==> src/rtl/fetch_pkg.sv <==
// rtl/fetch_pkg.sv - shared types and constants for the instruction fetch stage
package fetch_pkg;

  typedef enum logic [1:0] {
    FETCH = 2'd0,
    VALID = 2'd1,
    FAULT = 2'd2
  } fetch_state_e;

  localparam logic [31:0] RESET_PC_DEFAULT = 32'hBFC0_0000;
  localparam logic [31:0] INSTR_STEP       = 32'd4;

  function automatic logic word_aligned(input logic [31:0] addr);
    return addr[1:0] == 2'b00;
  endfunction

endpackage

==> src/rtl/instr_fetch_if.sv <==
// rtl/instr_fetch_if.sv - memory request and decoder handshake bundle of the fetch stage
interface instr_fetch_if;

  logic        imem_req;
  logic [31:0] imem_addr;
  logic        imem_ack;
  logic [31:0] imem_rdata;
  logic [31:0] instr;
  logic [31:0] instr_pc;
  logic        instr_valid;
  logic        instr_ready;
  logic        PCSrc;
  logic [31:0] ImmOp;
  logic        fault;

  modport master (
    output imem_req, imem_addr, instr, instr_pc, instr_valid, fault,
    input  imem_ack, imem_rdata, instr_ready, PCSrc, ImmOp
  );

  modport slave (
    input  imem_req, imem_addr, instr, instr_pc, instr_valid, fault,
    output imem_ack, imem_rdata, instr_ready, PCSrc, ImmOp
  );

endinterface

==> src/rtl/pc_next_calc.sv <==
// rtl/pc_next_calc.sv - next PC: held PC plus either the branch offset or one instruction step
module pc_next_calc
  import fetch_pkg::*;
(
  input  logic [31:0] pc_i,
  input  logic        pc_src_i,
  input  logic [31:0] imm_i,
  output logic [31:0] pc_next_o
);

  logic [31:0] step;

  assign step      = pc_src_i ? imm_i : INSTR_STEP;
  assign pc_next_o = pc_i + step;

endmodule

==> src/rtl/instr_fetch.sv <==
// rtl/instr_fetch.sv - single-outstanding instruction fetch FSM holding one word for the decoder
module instr_fetch
  import fetch_pkg::*;
#(
  parameter logic [31:0] RESET_PC = RESET_PC_DEFAULT
) (
  input  logic          clk,
  input  logic          rst_n,
  instr_fetch_if.master bus
);

  fetch_state_e state_q, state_d;
  logic [31:0]  pc_q, pc_d;
  logic [31:0]  instr_q, instr_d;
  logic [31:0]  instr_pc_q, instr_pc_d;
  logic         fault_q, fault_d;
  logic [31:0]  pc_next;

  pc_next_calc u_pc_next_calc (
    .pc_i      (instr_pc_q),
    .pc_src_i  (bus.PCSrc),
    .imm_i     (bus.ImmOp),
    .pc_next_o (pc_next)
  );

  always_comb begin
    state_d    = state_q;
    pc_d       = pc_q;
    instr_d    = instr_q;
    instr_pc_d = instr_pc_q;
    fault_d    = fault_q;
    case (state_q)
      FETCH: begin
        if (bus.imem_ack) begin
          instr_d    = bus.imem_rdata;
          instr_pc_d = pc_q;
          state_d    = VALID;
        end
      end
      VALID: begin
        // Redirect operands only matter in the cycle the held word is consumed.
        if (bus.instr_ready) begin
          if (word_aligned(pc_next)) begin
            pc_d    = pc_next;
            state_d = FETCH;
          end else begin
            fault_d = 1'b1;
            state_d = FAULT;
          end
        end
      end
      FAULT:   state_d = FAULT;
      default: state_d = FETCH;
    endcase
  end

  always_ff @(posedge clk) begin
    if (!rst_n) begin
      state_q    <= FETCH;
      pc_q       <= RESET_PC;
      instr_q    <= 32'h0;
      instr_pc_q <= 32'h0;
      fault_q    <= 1'b0;
    end else begin
      state_q    <= state_d;
      pc_q       <= pc_d;
      instr_q    <= instr_d;
      instr_pc_q <= instr_pc_d;
      fault_q    <= fault_d;
    end
  end

  // Handshake outputs are gated so they read low for the whole reset window.
  assign bus.imem_req    = rst_n && (state_q == FETCH);
  assign bus.imem_addr   = pc_q;
  assign bus.instr       = instr_q;
  assign bus.instr_pc    = instr_pc_q;
  assign bus.instr_valid = rst_n && (state_q == VALID);
  assign bus.fault       = fault_q;

endmodule
==> src/flat_wrapper.sv <==
// flat-port wrapper written by rule: the top's interface ports become plain ports
module instr_fetch_flat import fetch_pkg::*;
#(
  parameter logic [31:0] RESET_PC = RESET_PC_DEFAULT
)
  (clk, rst_n, bus_imem_req, bus_imem_addr, bus_instr, bus_instr_pc, bus_instr_valid, bus_fault, bus_imem_ack, bus_imem_rdata, bus_instr_ready, bus_PCSrc, bus_ImmOp);
  instr_fetch_if bus_i ();
  input  logic clk;
  input  logic rst_n;
  output wire logic [$bits(bus_i.imem_req)-1:0] bus_imem_req;
  output wire logic [$bits(bus_i.imem_addr)-1:0] bus_imem_addr;
  output wire logic [$bits(bus_i.instr)-1:0] bus_instr;
  output wire logic [$bits(bus_i.instr_pc)-1:0] bus_instr_pc;
  output wire logic [$bits(bus_i.instr_valid)-1:0] bus_instr_valid;
  output wire logic [$bits(bus_i.fault)-1:0] bus_fault;
  input wire logic [$bits(bus_i.imem_ack)-1:0] bus_imem_ack;
  input wire logic [$bits(bus_i.imem_rdata)-1:0] bus_imem_rdata;
  input wire logic [$bits(bus_i.instr_ready)-1:0] bus_instr_ready;
  input wire logic [$bits(bus_i.PCSrc)-1:0] bus_PCSrc;
  input wire logic [$bits(bus_i.ImmOp)-1:0] bus_ImmOp;
  assign bus_imem_req = bus_i.imem_req;
  assign bus_imem_addr = bus_i.imem_addr;
  assign bus_instr = bus_i.instr;
  assign bus_instr_pc = bus_i.instr_pc;
  assign bus_instr_valid = bus_i.instr_valid;
  assign bus_fault = bus_i.fault;
  assign bus_i.imem_ack = bus_imem_ack;
  assign bus_i.imem_rdata = bus_imem_rdata;
  assign bus_i.instr_ready = bus_instr_ready;
  assign bus_i.PCSrc = bus_PCSrc;
  assign bus_i.ImmOp = bus_ImmOp;
  instr_fetch #(.RESET_PC(RESET_PC)) u_core (.clk(clk), .rst_n(rst_n), .bus(bus_i));
endmodule
==> config.mk <==
export PLATFORM = sky130hd
export DESIGN_NAME = instr_fetch_flat
export DESIGN_NICKNAME = d
export VERILOG_FILES = /design/src/rtl/fetch_pkg.sv /design/src/rtl/instr_fetch_if.sv /design/src/rtl/pc_next_calc.sv /design/src/rtl/instr_fetch.sv /design/src/flat_wrapper.sv
export SDC_FILE = /design/constraint.sdc
export NUM_CORES = 1
export LEC_CHECK = 0
export CAP_MARGIN = 20
export CORE_ASPECT_RATIO = 0.7
export CORE_MARGIN = 4
export CORE_UTILIZATION = 26
export CTS_BUF_LIST = sky130_fd_sc_hd__clkbuf_8
export DETAILED_ROUTE_END_ITERATION = 8
export DONT_BUFFER_PORTS = 1
export GPL_TIMING_DRIVEN = 1
export HOLD_SLACK_MARGIN = 0.15
export MAX_ROUTING_LAYER = met4
export SLEW_MARGIN = 20
export SYNTH_ARGS = -nofsm -noshare
export SYNTH_HDL_FRONTEND = slang
export SYNTH_SLANG_ARGS = --single-unit
==> constraint.sdc <==
create_clock -name clk -period 3.8 [get_ports clk]
set_clock_uncertainty 0.05 [all_clocks]
set_input_delay 0.95 -clock clk [delete_from_list [all_inputs] [get_ports clk]]
set_output_delay 0.95 -clock clk [all_outputs]
set_load 0.1 [all_outputs]
==> flow_summary.ini, run 1 <==
[pwr]
ir_drop_mv = 0.246
leakage_uw = 0.00246
p_per_area_nw_per_um2 = 398
total_power_uw = 2450

[floorplan]
core_um2 = 20100
die_x_um = 181
io_pins = 168
die_area_um2 = 23300
die_h_um = 129
start_util = 0.269
rows = 43

[clocking]
path_clk_slew_ns = 0.12
cts.sinks = 99
hold_buffers = 0
numCtsBuffers = 9
cts-resized-gates = 0
clockRootBuffer = clkbuf_8
cts_max_level = 3
insertion_delay_ns = 0.41
clockBufferDepth = 2
cts_setup_buffers = 0
cts_tree = built

[synthesis]
ys_ff_latch = 99
synth_edf_count = 0
ys.flop_type = dfxtp_1
ys_top_cells_by_area = dfxtp_1 37%, nand2_1 13%, a21oi_1 11%, ha_1 7.4%, and2_1 3.7%
synth.top_cell.area_share = 0.366
syn_area_um2 = 5420
async_reset_ff_frac = 0
postSynthAreaPerCell_um2 = 7.61
ys_seq_area_frac = 0.366
synthesis.nets = 814
synth.distinct_cells = 60
synth.yosys.warnings = 0
netlist_instances = 712
synth_top_area_cell = dfxtp_1

[cells_and_area]
drive_gt1_frac = 0.116
fillers = 2193
utilization = 0.306
nNetsFinal = 829
final_cell_mix = 184 x nand2_1, 120 x a21oi_1, 99 x dfxtp_1
syn_to_final_growth_pct = 13.6
layout_commonest_cell = nand2_1

[global_route]
grt_pass1_vias = 4624
grt_overflow = 0
grt_pass1_wl_mm = 26.6
antenna_found_initial = 1
grtUsageTotal = 0.149
grt_max_degree = 90

[sta]
finalHoldViolations = 0
drv_slew = 0
tightest_slew_ns = 1.16
min_period_ns = 3.07
setup_tns_ns = 0
setup_slack_ns = 0.733
maxSlewHeadroom = 0.224
max_freq_mhz = 326
rsz0062_at_grt = false
final-setup-viol-count = 0
period_share = 0.807

[critical_path]
crit_start = bus_ImmOp[0]
cp.arrival_ns = 3.34
crit_type = primary input to register
reg2reg_from = u_core.bus.instr_pc[6]
cp-end-kind = register
worstPathMaxFanout = 5
cp.required_ns = 4.07
cp-start-kind = primary input

[placed_design]
portBuffers = 0
post-place-ws_ns = 0.306
hpwl_mm = 12.7
gp_congestion = 0.824

[routing]
drtIter0Drc = 378
vias = 5001
wl_mm = 17.2
avgViaCountPerCell = 4.99
ant_nets = 0
route.detailed.drc = 0
wire_per_inst_um = 17.2
first_pass_iters = 5

[outcome]
status = finished clean

[hold_path]
min_from = u_core.state_q[0]
hold_path.class = register to register

[flow_run]
maxCapViolations = 0
Yosys cell counts (all sizes together), types with 7 or more instances:
cell	number
nand2	184
nor3	12
xnor2	11
nand3	14
inv	8
a211oi	7
and3	8
ha	32
clkbuf	37
o21bai	7
o31ai	7
a21oi	121
nand4	8
o21ai	17
nor2	23
and2	33
a21o	13
dfxtp	99
worst max-delay path, cell delays in order:
cell and delay [ns]:
and2_1 0.14, ha_1 0.20, fa_1 0.40, a21o_1 0.22, a311o_2 0.47, a21o_2 0.25
a31oi_4 0.21, nor4_1 0.09, o21a_1 0.18, o31ai_1 0.22
routing by layer:
layer  GRT usage  wire length (um)  vias to the layer above
li1            -                 -                     2511
met4      0.0320                94                        0
met3      0.0489              1250                        5
met5           -                 0                        -
met1       0.208              8370                     2317
met2       0.209              7510                      168
metrics by stage:
stage          instances  area, um^2  hold slack (ns)
2_1_floorplan        712        5430            0.424
3_3_place_gp         986        5960            0.453
3_5_place_dp         986        5960            0.461
4_1_cts             1002        6160            0.479
5_1_grt             1003        6160            0.532
6_report            1003        6160            0.472
flip-flops by register name (all words and copies together) (netlist names):
name and flops:
u_core.state_q 2, u_core.bus.fault 1, u_core.bus.imem_addr 32, u_core.bus.instr_pc 32
u_core.bus.instr 32
final cells by class:
cell class,count,area (um^2),area share
Antenna cell,1,2.50,0.000406
Inverter,8,30.0,0.00488
Clock inverter,7,67.6,0.0110
Tap cell,270,338,0.0549
Sequential cell,99,1980,0.322
Multi-Input combinational cell,563,3270,0.531
Clock buffer,9,124,0.0201
Timing Repair Buffer,46,345,0.0561
final timing paths:
path | slack [ns] | to | cells after the start
setup / recovery | 0.73 | u_core.bus.imem_addr[28] | 10
hold / removal | 0.47 | u_core.state_q[0] | 2
setup reg to reg | 0.89 | u_core.bus.imem_addr[30] | 9
hold reg to reg | 0.47 | u_core.state_q[0] | 2
power breakdown:
part | internal, uW | total, uW | switching (uW)
clock network | 256 | 693 | 436
registers | 1080 | 1360 | 276
logic | 119 | 404 | 285
total | 1460 | 2450 | 996
cells by family (layout without fill, tap and decap cells):
logic type / after synthesis / after routing / synth area share
AND/OR/NAND/NOR: 306 / 306 / 0.258
AO/OA/AOI/OAI: 205 / 205 / 0.231
flip-flops: 99 / 99 / 0.366
buffers and inverters: 50 / 70 / 0.0362
adder cells (fa/ha/maj): 33 / 33 / 0.0775
XOR/XNOR: 17 / 17 / 0.0275
multiplexers: 2 / 2 / 0.00369
other: 0 / 1 / 0
Power figures use the tool's default switching activity.
==> run 2: changes to the inputs <==
==> constraint.sdc (replaced) <==
create_clock -name clk -period 2.6 [get_ports clk]
set_clock_uncertainty 0.05 [all_clocks]
set_input_delay 0.65 -clock clk [delete_from_list [all_inputs] [get_ports clk]]
set_output_delay 0.65 -clock clk [all_outputs]
set_load 0.1 [all_outputs]
==> run 2 against run 1 <==
Effect of this change: non-clock buffer count increased by 135; routed wire length increased by 5.3%; clock power increased by 54%; worst setup slack got worse by 0.64 ns; die area unchanged; flip-flop and latch count unchanged; global-route usage increased by 0.91 points; critical endpoint is now u_core.bus.imem_addr[12].
==> flow_summary.ini, run 2 (synthesis gave the netlist of run 1 again) <==
[cells_and_area]
final_cell_count_no_fill = 1140
final_cell_mix = 183 x nand2_1, 178 x buf_4, 112 x a21oi_1
utilization = 0.369
layout_commonest_cell = nand2_1
multi_input_area_um2 = 3440
layout.area.seq_um2 = 2010
syn_to_final_growth_pct = 37.0
nNetsFinal = 964
drive_gt1_frac = 0.307
fillers = 2154

[sta]
finalHoldViolations = 0
period_share = 0.964
setup_slack_ns = 0.0929
maxSlewHeadroom = 0.300
tightest_slew_ns = 1.05
max_freq_mhz = 399
min_period_ns = 2.51
hold-worst-slack_ns = 0.288
drv_slew = 0
final-setup-viol-count = 0

[pwr]
p_per_area_nw_per_um2 = 512
switching_share = 0.382
seqPwrFrac = 0.424
clkPwrFrac = 0.282
leakage_uw = 0.00319
ir_drop_mv = 0.277
combPwrFrac = 0.295
p_int_uw = 2350
total_power_uw = 3800
switchingPower_uw = 1450

[critical_path]
r2r-end = u_core.bus.imem_addr[12]
r2r.worst_path.cells = 9
crit_type = primary input to register
crit_top_cell = a21o_1
critPathTopFamily = compound AO/OA/AOI/OAI gates
cp-start-kind = primary input
critPathMaxStageDelay_ns = 0.43
crit_chain = and2_4 > ha_4 > fa_2 > a21o_1 > a311o_2 > a21o_4 > a21o_1 > a21oi_2 > xor2_1 > o31ai_1
path_buf_inv = 0
reg2reg_from = u_core.bus.instr_pc[0]
reg2reg_setup_slack_ns = 0.12
cp.arrival_ns = 2.77
cp.required_ns = 2.86
worstPathMaxFanout = 5
cp-end-kind = register
slowest_stage = a311o_2

[clocking]
path_clk_slew_ns = 0.10
insertion_delay_ns = 0.40
numCtsBuffers = 9
clockBufferDepth = 2
cts.sinks = 99
cts_tree = built
clockRootBuffer = clkbuf_8
cts_setup_buffers = 0
cts_max_level = 3

[outcome]
status = finished clean

[floorplan]
die_area_um2 = 23300
die_h_um = 129
die_x_um = 181
rows = 43
core_um2 = 20100
io_pins = 168
start_util = 0.269

[routing]
ant_nets = 0
route.detailed.drc = 0
wire_per_inst_um = 15.9
wl_mm = 18.1
avgViaCountPerCell = 4.78
first_pass_iters = 4
drtIter0Drc = 334
vias = 5453

[global_route]
grt_max_degree = 90
grt_pass1_vias = 5258
grt_overflow = 0
antenna_found_initial = 3
grtUsageTotal = 0.158
grt_pass1_wl_mm = 28.4

[hold_path]
hold_path.class = primary input to register
hold_end = u_core.bus.imem_addr[25]
whs_path_depth = 1
min_from = rst_n

[placed_design]
gp_congestion = 0.857
hpwl_mm = 13.8
post-place-ws_ns = -0.334
placed_cells = 1121
portBuffers = 0

[flow_run]
maxCapViolations = 0
## run 2: routing by layer
layer / global-route usage / vias to the layer above / share of wire
met2: 0.232 / 186 / 0.43
met3: 0.0557 / 21 / 0.088
li1: - / 2780 / -
met1: 0.209 / 2466 / 0.47
met4: 0.0373 / 0 / 0.015
met5: - / - / 0
## run 2: what timing repair did
action | in CTS | in global routing
setup endpoints to repair | 0 | 2
hold buffers | 0 | 0
endpoints found under the hold margin | 0 | 0
resized for setup | 0 | 1
## run 2: power by group through the flow
stage / combinational [uW] / sequential [uW] / clock (uW)
2_1_floorplan: 375 / 2110 / 0
3_3_place_gp: 1110 / 1650 / 0
3_5_place_dp: 1120 / 1650 / 0
4_1_cts: 1130 / 1610 / 1120
5_1_grt: 1190 / 1620 / 1170
6_report: 1120 / 1610 / 1070
## run 2: per-stage QoR
step	area (um^2)	TNS (ns)
final	7430	0
after global routing	7430	-0.00902
after CTS	7410	0
after detailed placement	7210	-4.99
after global placement	7210	-4.02
after floorplan	5680	-2.39
## run 2: cell type report
cell class              count  share of cell area
inverters                   8             0.00404
multi-input cells         563               0.463
diodes                      3             0.00101
clock buffers              10              0.0185
flip-flops and latches     99               0.271
repair buffers            181               0.188
well taps                 270              0.0455
clock inverters             6             0.00859
## run 2: how the worst max path moves through the flow
stage	from	endpoint	slack, ns	depth (start not counted)
after global routing	bus_ImmOp[2]	u_core.bus.imem_addr[19]	-0.005	9
after global placement	bus_ImmOp[0]	u_core.bus.imem_addr[12]	-0.29	10
after detailed placement	bus_ImmOp[0]	u_core.bus.imem_addr[12]	-0.33	10
final	bus_ImmOp[0]	u_core.bus.imem_addr[12]	0.09	10
after floorplan	bus_PCSrc	u_core.bus.imem_addr[12]	-0.32	11
after CTS	u_core.bus.instr_pc[0]	u_core.bus.imem_addr[12]	0.11	9
